## src/rtl/ctrl_pila_pkg.sv

```systemverilog
// Shared definitions for the return-address stack controller:
// FSM states, PC-source select codes and interrupt-line count.
package ctrl_pila_pkg;

  localparam int ANCHO_DEF = 10;
  localparam int N_INT     = 4;
  localparam int IDX_W     = $clog2(N_INT);

  typedef enum logic {
    REPOSO = 1'b0,
    EN_ISR = 1'b1
  } estado_t;

  typedef enum logic [1:0] {
    PC_SEC  = 2'b00,
    PC_PILA = 2'b01,
    PC_VEC  = 2'b10
  } pc_sel_t;

  // One-hot mask selecting a single interrupt line.
  function automatic logic [N_INT-1:0] one_hot(input logic [IDX_W-1:0] idx);
    return N_INT'(1) << idx;
  endfunction

endpackage

```

## src/rtl/prioridad_int.sv

```systemverilog
// Interrupt request front end: registers the request lines once, latches
// a pending bit on every 0->1 transition and reports the lowest-index
// pending line. A pending bit persists until the controller clears it
// through borra.
module prioridad_int
  import ctrl_pila_pkg::*;
(
  input  logic             clk,
  input  logic             reset,
  input  logic [N_INT-1:0] int_req,
  input  logic [N_INT-1:0] borra,
  output logic [N_INT-1:0] pend,
  output logic             valido,
  output logic [IDX_W-1:0] indice
);

  logic [N_INT-1:0] req_q;
  logic [N_INT-1:0] sube;

  assign sube = int_req & ~req_q;

  // Request history and pending bits; a new edge wins over a same-cycle clear.
  always_ff @(posedge clk) begin
    // NOTE: sequential state uses non-blocking assignments so every register
    // samples pre-edge values regardless of statement order.
    if (reset) begin
      req_q <= '0;
      pend  <= '0;
    end else begin
      req_q <= int_req;
      pend  <= (pend & ~borra) | sube;
    end
  end

  // Lowest-index pending line has priority.
  always_comb begin
    // NOTE: every combinational output gets a default first so no path
    // through the block leaves it unassigned (which would infer a latch).
    indice = '0;
    valido = |pend;
    for (int i = N_INT - 1; i >= 0; i--) begin
      if (pend[i]) indice = IDX_W'(i);
    end
  end

endmodule

```

## src/rtl/ctrl_pila_int.sv

```systemverilog
// Return-address stack initiator: turns call/ret/reti strobes and the
// interrupt lines into single-cycle push/pop/weSP commands, chooses the
// next-PC source and tracks interrupt enable and in-service state.
// Optional feature macro: CTRL_PILA_LIMITES_EN (depth counter, overflow /
// underflow suppression and sticky desborde/subdesborde flags).
module ctrl_pila_int
  import ctrl_pila_pkg::*;
#(
  parameter int               ANCHO    = ANCHO_DEF,
  parameter int               PROF_MAX = 16,
  parameter logic [ANCHO-1:0] VEC_BASE = ANCHO'(10'h3C0)
) (
  input  logic             clk,
  input  logic             reset,
  input  logic             call,
  input  logic             ret,
  input  logic             reti,
  input  logic             ei,
  input  logic             di,
  input  logic [3:0]       int_req,
  input  logic [ANCHO-1:0] pc_actual,
  input  logic [ANCHO-1:0] pc_mas1,
  output logic             weSP,
  output logic             push,
  output logic             pop,
  output logic [ANCHO-1:0] entrada_pila,
  output logic [1:0]       pc_sel,
  output logic [ANCHO-1:0] pc_vector,
  output logic             anula,
  output logic             en_isr,
  output logic             desborde,
  output logic             subdesborde
);

  estado_t          estado, estado_sig;
  logic             ie_q;
  logic [N_INT-1:0] pend;
  logic [N_INT-1:0] borra;
  logic             valido;
  logic [IDX_W-1:0] indice;
  logic             acepta;
  logic             push_req, pop_req;
  logic             ovf, udf;
  pc_sel_t          sel;

  prioridad_int u_prioridad (
    .clk     (clk),
    .reset   (reset),
    .int_req (int_req),
    .borra   (borra),
    .pend    (pend),
    .valido  (valido),
    .indice  (indice)
  );

`ifdef CTRL_PILA_LIMITES_EN
  localparam int PW = $clog2(PROF_MAX + 1);

  logic [PW-1:0] prof_q;
  logic          desb_q, subd_q;
  logic          lleno, vacio;

  assign lleno = (prof_q == PW'(PROF_MAX));
  assign vacio = (prof_q == '0);

  // Depth counter follows the commands actually issued; flags are sticky.
  always_ff @(posedge clk) begin
    if (reset) begin
      prof_q <= '0;
      desb_q <= 1'b0;
      subd_q <= 1'b0;
    end else begin
      if (push)     prof_q <= prof_q + PW'(1);
      else if (pop) prof_q <= prof_q - PW'(1);
      if (ovf) desb_q <= 1'b1;
      if (udf) subd_q <= 1'b1;
    end
  end

  // The flags show up in the same cycle as the offending command.
  assign desborde    = ~reset & (desb_q | ovf);
  assign subdesborde = ~reset & (subd_q | udf);
`else
  logic lleno, vacio;

  assign lleno       = 1'b0;
  assign vacio       = 1'b0;
  assign desborde    = 1'b0;
  assign subdesborde = 1'b0;
`endif

  // State register and interrupt enable; an accepted interrupt discards
  // any ei/di of the instruction it replaces.
  always_ff @(posedge clk) begin
    if (reset) begin
      estado <= REPOSO;
      ie_q   <= 1'b0;
    end else begin
      estado <= estado_sig;
      if (!acepta) begin
        if (di)      ie_q <= 1'b0;
        else if (ei) ie_q <= 1'b1;
      end
    end
  end

  // Command decode: interrupt accept, then call, then ret/reti; then the
  // depth limits veto commands the stack cannot honour.
  always_comb begin
    estado_sig   = estado;
    acepta       = 1'b0;
    borra        = '0;
    push_req     = 1'b0;
    pop_req      = 1'b0;
    entrada_pila = '0;
    sel          = PC_SEC;
    pc_vector    = '0;
    anula        = 1'b0;
    ovf          = 1'b0;
    udf          = 1'b0;

    if (!reset) begin
      if (estado == REPOSO && ie_q && valido) begin
        acepta       = 1'b1;
        borra        = one_hot(indice);
        push_req     = 1'b1;
        entrada_pila = pc_actual;
        anula        = 1'b1;
        sel          = PC_VEC;
        pc_vector    = VEC_BASE + ANCHO'({indice, 2'b00});
        estado_sig   = EN_ISR;
      end else if (call) begin
        push_req     = 1'b1;
        entrada_pila = pc_mas1;
      end else if (ret || reti) begin
        pop_req = 1'b1;
        sel     = PC_PILA;
        if (reti && estado == EN_ISR) estado_sig = REPOSO;
      end

      if (push_req && lleno) begin
        ovf   = 1'b1;
        anula = 1'b1;
        if (acepta) estado_sig = REPOSO;
      end
      if (pop_req && vacio) begin
        udf = 1'b1;
        sel = PC_SEC;
      end
    end

    push = push_req & ~ovf;
    pop  = pop_req & ~udf;
    weSP = push | pop;
  end

  assign pc_sel = sel;
  assign en_isr = ~reset & (estado == EN_ISR);

endmodule

```

## config.mk

```make
export PLATFORM = sky130hd
export DESIGN_NAME = ctrl_pila_int
export DESIGN_NICKNAME = d
export VERILOG_FILES = /design/src/rtl/ctrl_pila_pkg.sv /design/src/rtl/prioridad_int.sv /design/src/rtl/ctrl_pila_int.sv
export SDC_FILE = /design/constraint.sdc
export NUM_CORES = 1
export LEC_CHECK = 0
export BUFFER_PORTS_ARGS = -buffer_cell sky130_fd_sc_hd__buf_2
export CAP_MARGIN = 10
export CORE_MARGIN = 2
export CORE_UTILIZATION = 41
export CTS_CLUSTER_SIZE = 8
export DETAILED_ROUTE_END_ITERATION = 8
export PLACE_DENSITY = 0.82
export RECOVER_POWER = 100
export SKIP_CTS_REPAIR_TIMING = 1
export SLEW_MARGIN = 20
export SYNTH_ARGS = -nofsm -noshare
export SYNTH_HDL_FRONTEND = slang
export SYNTH_SLANG_ARGS = --single-unit
```

## constraint.sdc

```tcl
create_clock -name clk -period 3 [get_ports clk]
set_input_delay 0.3 -clock clk [delete_from_list [all_inputs] [get_ports clk]]
set_output_delay 0.3 -clock clk [all_outputs]
set_load 0.01 [all_outputs]
```

==> results of run 1 <==
[critical path, delay by kind of cell]
kind | cells | cell delay, ns
buf+inv | 2 | 0.92
simple gates | 1 | 0.36
compound gates | 1 | 0.35
[layout make-up]
class / instances / area share
clock buffer: 4 / 0.03872
multi-input combinational: 65 / 0.4513
timing repair buffer: 53 / 0.2550
tap: 25 / 0.03338
sequential: 10 / 0.2136
inverter: 2 / 0.008011
[stage by stage]
step                      area (um2)  hold slack (ns)
after global placement         942.2           0.4722
after global routing           937.1           0.2233
after detailed placement       942.2           0.4755
after CTS                      978.4           0.2126
after floorplan                768.2           0.3956
final                          937.1           0.2237
[power groups by stage]
stage | sequential, mW | clock, mW | combinational [mW]
CTS | 0.151 | 0.122 | 0.104
finish | 0.151 | 0.117 | 0.0967
detailed placement | 0.154 | 0 | 0.103
global route | 0.152 | 0.128 | 0.107
floorplan | 0.152 | 0 | 0.0758
global placement | 0.154 | 0 | 0.100
[sequential cells by signal, indices dropped and copies added, names as in the netlist]
| signal | flops |
|---|---|
| ie_q | 1 |
| u_prioridad.req_q | 4 |
| estado | 1 |
| u_prioridad.pend | 4 |
[metal layers]
| metal | vias to the layer above | routed length [um] | track usage |
|---|---|---|---|
| met4 | 0 | 0 | 0.08333 |
| met5 | - | 0 | 0 |
| met2 | 40 | 864 | 0.2722 |
| met3 | 0 | 197 | 0.01538 |
| li1 | 397 | - | - |
| met1 | 347 | 728 | 0.1690 |
[cells by family (layout without fill, tap and decap cells)]
group,Yosys count,count (layout),share of synthesized area
buf+inv,20,59,0.1736
other cells,1,6,0.005004
flops,10,10,0.2671
simple gates,36,36,0.3439
compound gates,23,23,0.2104
[layout by cell type (no fill, tap or decap), drive strengths merged]
master / instances
nor4: 2
or4: 1
nand2: 1
o211ai: 1
buf: 32
or4b: 1
a211oi: 1
dfxtp: 10
clkbuf: 25
nand2b: 3
nor2: 7
inv: 2
nor3: 1
a31o: 9
nand3: 1
conb: 6
nor3b: 1
nor4b: 9
o21ai: 3
a21oi: 9
nor2b: 9
[worst max-delay path by stage]
| stage | startpoint | end | depth (start not counted) |
|---|---|---|---|
| after floorplan | u_prioridad.pend[1]$_SDFF_PP0_ | pc_sel[0] | 4 |
| after global placement | u_prioridad.pend[1]$_SDFF_PP0_ | entrada_pila[0] | 4 |
| after detailed placement | reset | entrada_pila[5] | 4 |
| after CTS | u_prioridad.pend[0]$_SDFF_PP0_ | pop | 4 |
| after global routing | reset | entrada_pila[9] | 4 |
| final | reset | entrada_pila[9] | 4 |
==> summary.txt, run 1 <==
Timing
  – TNS Setup: 0 ns
  – Post-layout minimum cycle time: 2.233 ns
  – Fmax: 447.8 MHz
  – Fin crit share: 0.7444
  – Max-slew headroom: 0.2585
  – Worst slew pin tran: 1.112 ns
  – Setup WS post-layout: 0.7669 ns
  – Final Hold Vio Count: 0
  – Final max-slew violation count: 0
  – Setup violations, final: 0
  – Clock skew: 0.003682 ns
  – RSZ-0062 raised after global routing: false

Floorplanning
  – Initial Util: 0.4341
  – Die ar.: 2186 um2
  – # rows: 15
  – Io pins: 60
  – Die Height: 46.76 um
  – Placeable Area: 1727 um2
  – Die X: 46.76 um

Finish
  – # fillers: 207
  – # diodes: 0
  – Area of the multi-input gates: 422.9 um2
  – Non-Filler Instances: 159
  – Layout Utilization: 0.5428
  – NumNets Final: 166
  – Layout cells sized above 1: 0.2985
  – Seq. cell area: 200.2 um2
  – Syn-to-layout area delta: 25.04%

Critical path
  – Crit-path max cell delay: 0.80 ns
  – Reg2reg end: ie_q$_SDFFE_PP0P_
  – Worst reg2reg startpoint: u_prioridad.pend[0]$_SDFF_PP0_
  – CP Class: primary input to output port
  – CP max-delay cell: clkbuf_1
  – Max FO, Critical Path: 28
  – Startpoint Class: primary input
  – Reg-to-reg slack, setup: 1.41 ns
  – Reg2Reg Depth: 3
  – CP endpoint kind: output port
  – WP data required: 2.70 ns
  – Arr. time, crit path: 1.93 ns
  – Crit-path cells: clkbuf_1, nor2b_1, a31o_2, clkbuf_1
  – Cell mode on critical path: clkbuf_1

Place
  – DP Wirelength: 1418 um
  – Buffers on Ports: 53
  – Setup slack at placement: 1.205 ns
  – GPL Wtd Cong: 0.6941
  – Cell count after placement: 155

Clocking
  – TritonCTS clock tree: done
  – CTS root buffer: clkbuf_4
  – Clk_lat worst skew: 0.26 ns
  – Clk sinks: 10
  – CTS buffer count: 3
  – Htree depth: 1
  – CTS Buffer Depth: 2
  – Clk pin slew, worst setup/hold paths: 0.06 ns

Detailed routing
  – Via count: 784
  – Routed wire per std cell: 11.26 um
  – Vias per std cell: 4.931
  – Initial DRC count: 1
  – Drt pass-1 iters: 3
  – Final antenna-violating net count: 0
  – DRC Markers: 0
  – Final WL: 1790 um

Synthesis
  – Async S/R FF share, synth: 0
  – Top cells by area, synth: dfxtp_1 (27%), buf_4 (12%), nor4b_1 (11%), a31o_1 (8.2%), nor2b_1 (7.5%)
  – Top cells by count, synth: buf_4 (12), dfxtp_1 (10), nor2b_1 (9), nor4b_1 (9), a21oi_1 (8)
  – Post-synth EDFFs: 0
  – FF+latch count, synth: 10
  – Register area share after synthesis: 0.2671
  – Synth warn: 0
  – Mapped Area: 749.5 um2
  – Leading area contributor after synthesis: dfxtp_1
  – Count leader, synth: buf_4
  – Syn Area/Cell: 8.327 um2
  – Synth top area share: 0.2671
  – Synthesized instance count: 90
  – Top_reg_cell synth: dfxtp_1
  – Netlist cell types: 27

Global route
  – First-pass GRT wire length: 2373 um
  – Antenna violations before repair: 0
  – GRT overflow: 0
  – GR Util All Layers: 0.1493
  – Pin count of the biggest net entering global routing: 29
  – Vias in the first global route: 603

Power and ir drop
  – Part of the power in registers: 0.414
  – Clk pwr share: 0.321
  – VDD IR max: 0.2941 mV
  – Gate power share: 0.265
  – Leakage: 0.3922 nW
  – Switching part of the total: 0.2918
  – Sw power: 106.4 uW
  – Pint: 258.3 uW
  – PD cells: 389.1 nW/um2
  – Final Total Pwr: 364.7 uW

Min path
  – HP Class: primary input to flip-flop
  – Hold Crit Endpoint: ie_q$_SDFFE_PP0P_
  – Worst hold start: di
  – Worst Hold Depth: 2

Job
  – Max-Cap Viols: 0

Status
  – Outcome: completed
Power figures use the tool's default switching activity.
==> run 2: changes to the inputs <==
- CORE_UTILIZATION: 41 -> 38
- PLACE_DENSITY: 0.82 -> 0.77
- clock period: 3 -> 2.08 ns (I/O delays scaled with it)
==> summary.txt, run 2 (same netlist as run 1, synthesis figures left out) <==
Status
  – Outcome: completed

Clocking
  – Clk sinks: 10
  – CTS buffer count: 3
  – Clk pin slew, worst setup/hold paths: 0.06 ns
  – Htree depth: 1
  – TritonCTS clock tree: done
  – CTS root buffer: clkbuf_4
  – Clk_lat worst skew: 0.26 ns
  – CTS Buffer Depth: 2

Finish
  – Top flop regs: u_prioridad.pend: 4 flops, u_prioridad.req_q: 4 flops
  – Commonest non-fill, non-tap cell in the layout: buf_2
  – Commonest cells after routing, fill and taps aside: buf_2 (33), clkbuf_1 (19), dfxtp_1 (10)
  – NumNets Final: 166
  – # diodes: 0
  – Layout cells sized above 1: 0.3433
  – Syn-to-layout area delta: 27.71%
  – Layout Utilization: 0.5033

Power and ir drop
  – VDD IR max: 0.4208 mV
  – PD cells: 552.0 nW/um2
  – Leakage: 0.4019 nW

Timing
  – Fmax: 510.8 MHz
  – Final Hold Vio Count: 0
  – Post-layout minimum cycle time: 1.958 ns
  – Clock skew: 0.0004163 ns
  – Setup violations, final: 0
  – RSZ-0062 raised after global routing: false
  – Worst slew pin tran: 0.5719 ns
  – Setup WS post-layout: 0.1223 ns
  – TNS Setup: 0 ns
  – Fin crit share: 0.9412
  – Max-slew headroom: 0.6180
  – Final max-slew violation count: 0

Detailed routing
  – Drt pass-1 iters: 4
  – Final antenna-violating net count: 0
  – Met2 Routed Length: 798 um
  – Final WL: 1704 um
  – DRC Markers: 0
  – DR top layer: met3
  – Vias per std cell: 4.789
  – Via count: 771
  – M1 WL: 746 um
  – Routed wire per std cell: 10.58 um
  – Initial DRC count: 10
  – Met3 Wirelength: 159 um

Place
  – GPL Wtd Cong: 0.7006
  – Buffers on Ports: 53
  – Setup slack at placement: 0.4206 ns
  – DP Wirelength: 1370 um

Global route
  – First-pass GRT wire length: 2884 um
  – GRT overflow: 0
  – Antenna violations before repair: 0
  – GR Util All Layers: 0.1501
  – Vias in the first global route: 691
  – Pin count of the biggest net entering global routing: 29

Floorplanning
  – Io pins: 60
  – Die ar.: 2344 um2
  – # rows: 16
  – Placeable Area: 1902 um2
  – Die Height: 48.41 um
  – Initial Util: 0.3941
  – Die X: 48.41 um

Critical path
  – WP data required: 1.87 ns
  – CP delay by family, top: simple AND/OR/NAND/NOR gates
  – Crit-path cells: or4_4, nand2_2, a31o_1, clkbuf_1
  – CP Class: flip-flop to output port
  – Crit-path max cell delay: 0.57 ns
  – CP max-delay cell: or4_4
  – Startpoint Class: flip-flop
  – Max FO, Critical Path: 12
  – Arr. time, crit path: 1.75 ns
  – WP buf/inv: 1
  – CP endpoint kind: output port

Min path
  – HP Class: primary input to flip-flop

Job
  – Max-Cap Viols: 0
-- run 2: per-layer routing --
| layer | vias to the layer above | track usage |
|---|---|---|
| li1 | 399 | - |
| met1 | 332 | 0.1641 |
| met2 | 40 | 0.2801 |
| met3 | 0 | 0.03395 |
| met4 | 0 | 0.05714 |
| met5 | - | 0 |
-- run 2: power breakdown --
part | switching [mW] | internal (mW)
Sequential | 0.0135 | 0.204
Combinational | 0.0778 | 0.0655
Clock | 0.0611 | 0.106
Total | 0.152 | 0.376
-- run 2: cell type report --
cell class              count  area [um2]
well taps                  27       33.78
clock buffers               4       36.28
flip-flops and latches     10       200.2
inverters                   2       7.507
repair buffers             53       241.5
fillers                   210       944.7
multi-input cells          65       437.9
-- run 2: path summary, 6_finish.rpt --
kind / start / end / slack [ns] / depth (start not counted)
worst max-delay path: u_prioridad.pend[1]$_SDFF_PP0_ / entrada_pila[3] / 0.12 / 4
worst min-delay path: di / ie_q$_SDFFE_PP0P_ / 0.12 / 2
worst max register to register: u_prioridad.pend[1]$_SDFF_PP0_ / u_prioridad.pend[3]$_SDFF_PP0_ / 0.68 / 3
worst min register to register: u_prioridad.req_q[3]$_SDFF_PP0_ / u_prioridad.pend[3]$_SDFF_PP0_ / 0.49 / 2
-- run 2: per-stage QoR --
stage,instances,total power [mW],hold slack (ns),instance area (um2)
2_1_floorplan,95,0.3292,0.3036,768.2
3_3_place_gp,157,0.3667,0.4019,944.7
3_5_place_dp,157,0.3696,0.3949,944.7
4_1_cts,161,0.5403,0.1108,980.9
5_1_grt,161,0.5605,0.1229,957.2
6_report,161,0.5284,0.1221,957.2
==> run 3: changes to the inputs <==
- CORE_UTILIZATION: 38 -> 40
- CTS_BUF_LIST: default -> sky130_fd_sc_hd__clkbuf_8
- PLACE_DENSITY: 0.77 -> 0.81
==> summary.txt, run 3 (same netlist as run 1, synthesis figures left out) <==
Timing
  – Fmax: 516.3 MHz
  – Setup violations, final: 0
  – Fin crit share: 0.9313
  – Final max-slew violation count: 0
  – Post-layout minimum cycle time: 1.937 ns
  – Max-slew headroom: 0.5969
  – Clock skew: 0.001671 ns
  – TNS Setup: 0 ns
  – Final Hold Vio Count: 0
  – Worst slew pin tran: 0.6035 ns
  – RSZ-0062 raised after global routing: false

Clocking
  – CTS Buffer Depth: 2
  – TritonCTS clock tree: done
  – CTS root buffer: clkbuf_8
  – Clk pin slew, worst setup/hold paths: 0.04 ns
  – CTS buffer count: 3
  – Htree depth: 1
  – Clk_lat worst skew: 0.22 ns
  – Clk sinks: 10

Min path
  – HP Class: primary input to flip-flop

Finish
  – Layout cells sized above 1: 0.3308
  – # fillers: 191
  – Commonest cells after routing, fill and taps aside: buf_2 (33), clkbuf_1 (20), dfxtp_1 (10)
  – NumNets Final: 166
  – Top flop regs: u_prioridad.pend: 4 flops, u_prioridad.req_q: 4 flops
  – Area of the multi-input gates: 437.9 um2
  – Syn-to-layout area delta: 27.88%
  – Layout Utilization: 0.5491
  – Post-route cell area: 958.4 um2
  – Seq. cell area: 200.2 um2
  – # diodes: 0
  – Commonest non-fill, non-tap cell in the layout: buf_2

Detailed routing
  – Drt pass-1 iters: 3
  – Via count: 781
  – Final antenna-violating net count: 0
  – Routed wire per std cell: 11.35 um
  – Vias per std cell: 4.943
  – DRC Markers: 0
  – Initial DRC count: 12
  – Final WL: 1794 um

Floorplanning
  – Initial Util: 0.4294
  – Die X: 47.29 um
  – # rows: 15
  – Io pins: 60
  – Die ar.: 2236 um2
  – Die Height: 47.29 um
  – Placeable Area: 1745 um2

Critical path
  – WP data required: 1.87 ns
  – CP endpoint kind: output port
  – Reg-to-reg slack, setup: 0.65 ns
  – CP Class: flip-flop to output port
  – CP max-delay cell: or4_4
  – Crit-path cells: or4_4, nand2_2, a31o_1, clkbuf_1
  – Startpoint Class: flip-flop
  – Arr. time, crit path: 1.73 ns
  – Max FO, Critical Path: 12
  – Crit-path max cell delay: 0.58 ns

Power and ir drop
  – Gate power share: 0.263
  – PD cells: 572.0 nW/um2
  – Final Total Pwr: 548.3 uW
  – Clk pwr share: 0.337
  – Switching part of the total: 0.2779
  – VDD IR max: 0.3814 mV
  – Leakage: 0.3991 nW
  – Part of the power in registers: 0.400
  – Sw power: 152.4 uW
  – Pint: 395.9 uW

Status
  – Outcome: completed

Place
  – Area post-placement: 942.2 um2
  – GPL Wtd Cong: 0.6959
  – DP Wirelength: 1419 um
  – Buffers on Ports: 53

Global route
  – First-pass GRT wire length: 2373 um
  – Vias in the first global route: 627
  – Antenna violations before repair: 0
  – Pin count of the biggest net entering global routing: 29
  – GR Util All Layers: 0.1471
  – GRT overflow: 0

Job
  – Max-Cap Viols: 0
-- run 3: cell types whose count changed in the layout (fill, tap and decap cells not counted) --
cell	previous run	this run
clkbuf_8	1	3
clkbuf_4	3	0
clkbuf_2	1	0
clkbuf_1	19	20
-- run 3: area by class of cell --
type	instances	area share
multi-input cells	65	0.4569
flip-flops and latches	10	0.2089
clock buffers	3	0.04308
inverters	2	0.007833
well taps	25	0.03264
repair buffers	53	0.2507
-- run 3: worst max-delay path: cells and delay by family (launching register included) --
family	cells	cell delay, ns
flip-flops	1	0.35
AND/OR/NAND/NOR	2	0.80
buffers and inverters	1	0.16
AO/OA/AOI/OAI	1	0.19
-- run 3: layer usage --
layer,track usage,share of wire,vias to the layer above
met5,0,0,-
met3,0.03846,0.12,0
met4,0.05000,0,0
met2,0.2757,0.47,37
li1,-,-,393
met1,0.1563,0.41,351
-- run 3: final timing paths --
kind / startpoint / endpoint / cells past startpoint
max: u_prioridad.pend[1]$_SDFF_PP0_ / entrada_pila[4] / 4
min: di / ie_q$_SDFFE_PP0P_ / 2
max reg2reg: u_prioridad.pend[1]$_SDFF_PP0_ / u_prioridad.pend[3]$_SDFF_PP0_ / 3
min reg2reg: u_prioridad.req_q[3]$_SDFF_PP0_ / u_prioridad.pend[3]$_SDFF_PP0_ / 2
-- run 3: metrics by stage --
stage                     hold WS [ns]  setup WS [ns]  std cells
after floorplan                 0.3036         0.3655         95
after global routing            0.1605        0.05559        158
final                           0.1650         0.1430        158
after detailed placement        0.4017         0.4248        155
after global placement          0.3977         0.4541        155
after CTS                       0.1634         0.1758        158
-- run 3: power groups by stage --
| stage | registers (mW) | logic, mW | clock network [mW] |
|---|---|---|---|
| final | 0.219 | 0.144 | 0.185 |
| after global routing | 0.221 | 0.160 | 0.206 |
| after CTS | 0.219 | 0.149 | 0.192 |
| after detailed placement | 0.222 | 0.149 | 0 |
| after global placement | 0.222 | 0.145 | 0 |
| after floorplan | 0.220 | 0.109 | 0 |
